<file path="src/rtl/si_upscaler.sv">
// si_upscaler: registered signed-integer width upscaler.
// Sign-extends an N_IN-bit two's-complement sample to N_OUT bits, then applies
// a constant arithmetic left shift of SHIFT bits. One cycle of latency.
//
// Build option: define SI_UPSCALER_SAT_EN to saturate an overflowing value to
// Rmin/Rmax and flag it on ovf. Without it, an overflowing value wraps (only
// the low N_OUT bits are kept), no compare logic is built and ovf is tied 0.
//
// Handshake: valid-only, no ready. A sample is accepted at every rising clk
// edge where in_valid=1 and rst=0; out_valid is high for exactly the one cycle
// following each accepted sample. With in_valid=0, out and ovf hold.
module si_upscaler #(
    parameter int N_IN  = 8,
    parameter int N_OUT = 16,
    parameter int SHIFT = 0
) (
    input  logic             clk,
    input  logic             rst,
    input  logic             in_valid,
    input  logic [N_IN-1:0]  in,
    output logic             out_valid,
    output logic [N_OUT-1:0] out,
    output logic             ovf
);
    // Full-precision width, widened so there is always at least one guard bit
    // above the output sign bit.
    localparam int WFULL = N_IN + SHIFT + 1;
    localparam int WV    = (WFULL > N_OUT + 1) ? WFULL : N_OUT + 1;

    if (N_IN < 2) begin : g_bad_nin
        $error("si_upscaler: N_IN must be at least 2");
    end
    if (N_OUT < N_IN) begin : g_bad_nout
        $error("si_upscaler: N_OUT must be >= N_IN");
    end
    if (SHIFT < 0 || SHIFT > N_OUT - 1) begin : g_bad_shift
        $error("si_upscaler: SHIFT must be in 0..N_OUT-1");
    end

    logic signed [WV-1:0] v_ext;
    logic signed [WV-1:0] v_full;
    logic [N_OUT-1:0]     out_d, out_q;
    logic                 out_valid_d, out_valid_q;

    // Full-precision value: sign extension followed by the constant shift.
    always_comb begin
        v_ext  = {{(WV-N_IN){in[N_IN-1]}}, in};
        v_full = v_ext <<< SHIFT;
    end

`ifdef SI_UPSCALER_SAT_EN
    logic ovf_d, ovf_q;
    logic pos_ovf, neg_ovf;

    // Value fits only when every bit from the output sign bit upward matches.
    always_comb begin
        pos_ovf = ~v_full[WV-1] & (|v_full[WV-2:N_OUT-1]);
        neg_ovf =  v_full[WV-1] & ~(&v_full[WV-2:N_OUT-1]);
    end

    // Next output: saturate on overflow, hold when no sample is presented.
    always_comb begin
        out_valid_d = in_valid;
        out_d       = out_q;
        ovf_d       = ovf_q;
        if (in_valid) begin
            if (pos_ovf) begin
                out_d = {1'b0, {(N_OUT-1){1'b1}}};
            end else if (neg_ovf) begin
                out_d = {1'b1, {(N_OUT-1){1'b0}}};
            end else begin
                out_d = v_full[N_OUT-1:0];
            end
            ovf_d = pos_ovf | neg_ovf;
        end
    end

    // Overflow flag register, cleared asynchronously.
    always_ff @(posedge clk or posedge rst) begin
        if (rst) begin
            ovf_q <= 1'b0;
        end else begin
            ovf_q <= ovf_d;
        end
    end

    assign ovf = ovf_q;
`else
    // Bits above the output width are discarded when wrapping.
    logic unused_hi;
    assign unused_hi = ^v_full[WV-1:N_OUT];

    // Next output: keep the low N_OUT bits, hold when no sample is presented.
    always_comb begin
        out_valid_d = in_valid;
        out_d       = out_q;
        if (in_valid) begin
            out_d = v_full[N_OUT-1:0];
        end
    end

    assign ovf = 1'b0;
`endif

    // Output and valid registers, cleared asynchronously.
    always_ff @(posedge clk or posedge rst) begin
        if (rst) begin
            out_q       <= '0;
            out_valid_q <= 1'b0;
        end else begin
            out_q       <= out_d;
            out_valid_q <= out_valid_d;
        end
    end

    assign out       = out_q;
    assign out_valid = out_valid_q;
endmodule

</file>
<file path="config.mk">
export PLATFORM = sky130hd
export DESIGN_NAME = si_upscaler
export DESIGN_NICKNAME = d
export VERILOG_FILES = /design/src/rtl/si_upscaler.sv
export SDC_FILE = /design/constraint.sdc
export NUM_CORES = 1
export LEC_CHECK = 0
export ABC_CLOCK_PERIOD_IN_PS = 2600
export CAP_MARGIN = 25
export CORE_AREA = 2 2 39 41
export CTS_CLUSTER_DIAMETER = 60
export DETAILED_ROUTE_END_ITERATION = 10
export DIE_AREA = 0 0 41 43
export DONT_BUFFER_PORTS = 1
export GPL_ROUTABILITY_DRIVEN = 0
export GPL_TIMING_DRIVEN = 0
export RECOVER_POWER = 50
export SYNTH_ARGS = -nofsm -noshare
export SYNTH_HDL_FRONTEND = slang
export SYNTH_SLANG_ARGS = --single-unit
</file>
<file path="constraint.sdc">
create_clock -name clk -period 2.6 [get_ports clk]
set_input_delay 0.52 -clock clk [delete_from_list [all_inputs] [get_ports clk]]
set_output_delay 0.52 -clock clk [all_outputs]
set_load 0.005 [all_outputs]
</file>
==> flow_metrics.tcl, run 1 <==
set metrics [dict create \
    status "finished, final reports clean" \
    numCtsBuffers 3 \
    fin_crit_sh 0.558 \
    combPwrFrac 0.129 \
    ys_types 6 \
    cts_setup_buffers 0 \
    start_util 0.312 \
    initialDrtViolationCount 1 \
    critPathTopFamily "flip-flops" \
    slowest_stage "dfrtp_1" \
    overflow 0 \
    path_class "reg2out" \
    reg2reg_depth 1 \
    fin_skew_ns 0 \
    finalSetupTns_ns 0 \
    vias 207 \
    cp_num_buf_inv 1 \
    cp_max_fo 10 \
    port_buffers 0 \
    r2r_slack_ns 1.71 \
    hp-class "in2async" \
    clockPowerShare 0.333 \
    drcViolationCount 0 \
    setup_violations 0 \
    synthTopCellsByArea "dfrtp_1, mux2_4, buf_4, buf_6, conb_1" \
    antennaDiodeCount 0 \
    grt_pass1_vias 232 \
    required_ns 2.08 \
    ys_seq_area_frac 0.522 \
    min_period_ns 1.45 \
    cp.arrival_ns 0.93 \
    mostFrequentLayoutCells "buf_4, dfrtp_1, mux2_1" \
    netlist.area_leader.share 0.522 \
    die_x_um 41 \
    netSwitchingFraction 0.230 \
    cts_resized 0 \
    grt_setup_unrepaired "false" \
    irDropWorstVdd_mv 0.248 \
    grt_max_degree 11 \
    synth_largest_area_cell "dfrtp_1" \
    area_growth_pct 3.77 \
    p_total_mw 0.310 \
    synth_area_um2 432 \
    die_y_um 43 \
    clock_path_buffers 2 \
    max_stage_delay_ns 0.51 \
    worstPathCellList "buf_4" \
    fp-row-count 14 \
    p_int_mw 0.238 \
    vias_per_cell 4.22 \
    switchingPower_mw 0.0713 \
    synthCells 29 \
    die_area_um2 1760 \
    seqPwrFrac 0.537 \
    io_pins 29 \
    ys_seq_elements 9 \
    maxSlewViolCount 0 \
    avgRoutedWirePerCell_um 13.5 \
    cts_root_buf "clkbuf_4" \
    cp-end-kind "output pin" \
    clk_latency_ns 0.25 \
    avgSynthCellArea_um2 14.9 \
    path_depth 1 \
    gr-usage-all-layers 0.0972 \
    htree_levels 1 \
    cap_violations 0 \
    rr_startpoint "out[7]" \
    drive_gt1_frac 0.424 \
    start_kind "flop" \
    timing.rr.end "out[7]" \
    pwr_density_cell_nw_per_um2 691 \
    antenna_found_initial 0 \
    nets 45 \
    grt_pass1_wl_um 1070 \
    drt_first_pass_iters 2 \
    fmax_mhz 690 \
    cts_hold_buffers 0 \
    wl_um 663 \
    leakagePower_nw 0.215 \
    hold_violations 0 \
    cts_tree "built" \
    ys_warn_count 0 \
    path_clk_slew_ns 0.06 \
    antenna_left 0 \
    core_area_um2 1380 \
    clock-sinks 9 \
    synth_nets 40 \
]
power groups by stage:
| stage | clock (mW) | sequential [mW] | combinational (mW) |
|---|---|---|---|
| 2_1_floorplan | 0 | 0.166 | 0.0472 |
| 3_3_place_gp | 0 | 0.169 | 0.0508 |
| 3_5_place_dp | 0 | 0.170 | 0.0511 |
| 4_1_cts | 0.108 | 0.168 | 0.0511 |
| 5_1_grt | 0.119 | 0.169 | 0.0454 |
| 6_report | 0.103 | 0.166 | 0.0400 |
state kept, by name, indices dropped and copies added (netlist names):
name       count
out            8
out_valid      1
final cells by class:
type | instances | area (µm²)
fillers | 144 | 936
flip-flops and latches | 9 | 225
multi-input cells | 9 | 101
plain buffers | 10 | 71.3
clock buffers | 4 | 26.3
well taps | 16 | 20.0
inverters | 1 | 3.75
logic make-up (layout without fill, tap and decap cells):
logic type / after synthesis / after routing / synth area share
DFF: 9 / 9 / 0.522
muxes: 8 / 8 / 0.278
buffers and inverters: 11 / 15 / 0.191
other: 1 / 1 / 0.00869
how the worst max path moves through the flow:
stage	start	endpoint	slack (ns)
after floorplan	out[7]	out[10]	1.47
after global placement	out[7]	out[9]	1.43
after detailed placement	out[7]	out[8]	1.41
after CTS	out[7]	out[8]	1.12
after global routing	out[7]	out[8]	1.05
final	out[7]	out[8]	1.15
cells in the mapped netlist (all sizes together):
cell,instances
inv,1
conb,1
dfrtp,9
buf,10
mux2,8
through the flow:
stage                     setup slack [ns]  hold WS, ns  std cells  utilization  area [µm²]
after floorplan                       1.47        0.348         29            -         432
after global placement                1.43        0.384         45        0.326         452
after detailed placement              1.41        0.392         45        0.326         452
after CTS                             1.12        0.115         49        0.345         478
after global routing                  1.05        0.129         49        0.324         448
final                                 1.15        0.104         49        0.324         448
layer usage:
layer  share of wire  vias up  wire, µm  track usage
li1                -       91         -            -
met4           0.014        0         9        0.100
met2            0.51       19       338        0.116
met5               0        -         0            0
met3            0.15        2       102       0.0576
met1            0.32       95       213        0.109
Note: power is estimated with default switching activity, not from simulation.
==> inputs of run 2 (changes only) <==
--- a/config.mk
+++ b/config.mk
@@ -5,7 +5,7 @@
 export SDC_FILE = /design/constraint.sdc
 export NUM_CORES = 1
 export LEC_CHECK = 0
-export ABC_CLOCK_PERIOD_IN_PS = 2600
+export ABC_CLOCK_PERIOD_IN_PS = 1330
 export CAP_MARGIN = 25
 export CORE_AREA = 2 2 39 41
 export CTS_CLUSTER_DIAMETER = 60
==> constraint.sdc (replaced) <==
create_clock -name clk -period 1.33 [get_ports clk]
set_input_delay 0.266 -clock clk [delete_from_list [all_inputs] [get_ports clk]]
set_output_delay 0.266 -clock clk [all_outputs]
set_load 0.005 [all_outputs]
==> flow_metrics.tcl, run 2 (synthesis gave the netlist of run 1 again) <==
set metrics [dict create \
    max_stage_delay_ns 0.51 \
    status "finished, final reports clean" \
    leakagePower_nw 0.220 \
    path_depth 1 \
    worst_slack_ns 0.134 \
    path_clk_slew_ns 0.06 \
    die_area_um2 1760 \
    start_kind "flop" \
    grt_setup_unrepaired "false" \
    overflow 0 \
    core_area_um2 1380 \
    crit_end "out[8]" \
    hold_violations 0 \
    avgRoutedWirePerCell_um 13.3 \
    hold_path_depth 0 \
    area_growth_pct 6.96 \
    antennaDiodeCount 0 \
    largest_reg_flops 8 \
    rr_startpoint "out[7]" \
    antenna_left 0 \
    drt_first_pass_iters 2 \
    fp-row-count 14 \
    r2r_slack_ns 0.44 \
    start_util 0.312 \
    grt_pass1_vias 234 \
    cp_max_fo 10 \
    cts_tree "built" \
    cp-end-kind "output pin" \
    hp-class "in2reg" \
    fin_skew_ns 0 \
    vias_per_cell 4.24 \
    grt_max_degree 11 \
    clock_path_buffers 2 \
    startpoint "out[7]" \
    slowest_stage "dfrtp_1" \
    die_x_um 41 \
    cap_violations 0 \
    critPathTopFamily "flip-flops" \
    gr-usage-all-layers 0.0972 \
    setup_violations 0 \
    antenna_found_initial 0 \
    required_ns 1.06 \
    nets 46 \
    cts_resized 0 \
    cts_root_buf "clkbuf_4" \
    cp.arrival_ns 0.93 \
    fmax_mhz 836 \
    pwr_density_cell_nw_per_um2 1320 \
    io_pins 29 \
    worstPathCellList "buf_4" \
    fin_crit_sh 0.899 \
    initialDrtViolationCount 1 \
    reg2reg_depth 1 \
    clock-sinks 9 \
    maxSlewViolCount 0 \
    p_total_mw 0.607 \
    drive_gt1_frac 0.412 \
    die_y_um 43 \
    drcViolationCount 0 \
    path_class "reg2out" \
    vias 212 \
    port_buffers 0 \
    grt_pass1_wl_um 1070 \
    wl_um 667 \
    finalSetupTns_ns 0 \
    irDropWorstVdd_mv 0.485 \
    timing.rr.end "out[7]" \
    min_period_ns 1.20 \
    htree_levels 1 \
    pre_cts_ws_ns 0.389 \
    numCtsBuffers 3 \
    cp_num_buf_inv 1 \
    mostFrequentLayoutCells "buf_4, dfrtp_1, mux2_1" \
    clk_latency_ns 0.25 \
]
[run 2: through the flow]
stage | util | hold slack, ns | instances | instance area, µm²
after floorplan | - | 0.0939 | 29 | 432
after global placement | 0.326 | 0.130 | 45 | 452
after detailed placement | 0.326 | 0.138 | 45 | 452
after CTS | 0.353 | 0.0311 | 50 | 488
after global routing | 0.334 | 0.0205 | 50 | 462
final | 0.334 | 0.0377 | 50 | 462
[run 2: timing repair]
item,CTS,global route
hold endpoints to repair,9,0
hold buffers,1,0
buffers inserted,0,0
[run 2: how the worst min path moves through the flow]
stage / end / slack (ns) / startpoint
2_1_floorplan: out[0] / 0.09 / rst
3_3_place_gp: out[6] / 0.13 / rst
3_5_place_dp: out[6] / 0.14 / rst
4_1_cts: out_valid / 0.03 / in_valid
5_1_grt: out_valid / 0.02 / in_valid
6_report: out_valid / 0.04 / in_valid
[run 2: cell type report]
type | instances | area, µm²
Sequential cell | 9 | 225
Multi-Input combinational cell | 9 | 97.6
Timing Repair Buffer | 1 | 10.0
Fill cell | 142 | 922
Buffer | 10 | 78.8
Tap cell | 16 | 20.0
Clock buffer | 4 | 26.3
Inverter | 1 | 3.75
[run 2: power by group]
part | internal (mW) | switching [mW]
Clock | 0.115 | 0.0868
Combinational | 0.0525 | 0.0277
Sequential | 0.300 | 0.0252
Total | 0.468 | 0.140
[run 2: routing by layer]
metal / vias to the layer above / global-route usage / routed length (µm)
met5: - / 0 / 0
met4: 0 / 0.100 / 9
met3: 2 / 0.0576 / 102
met2: 19 / 0.116 / 335
met1: 98 / 0.109 / 219
li1: 93 / - / -
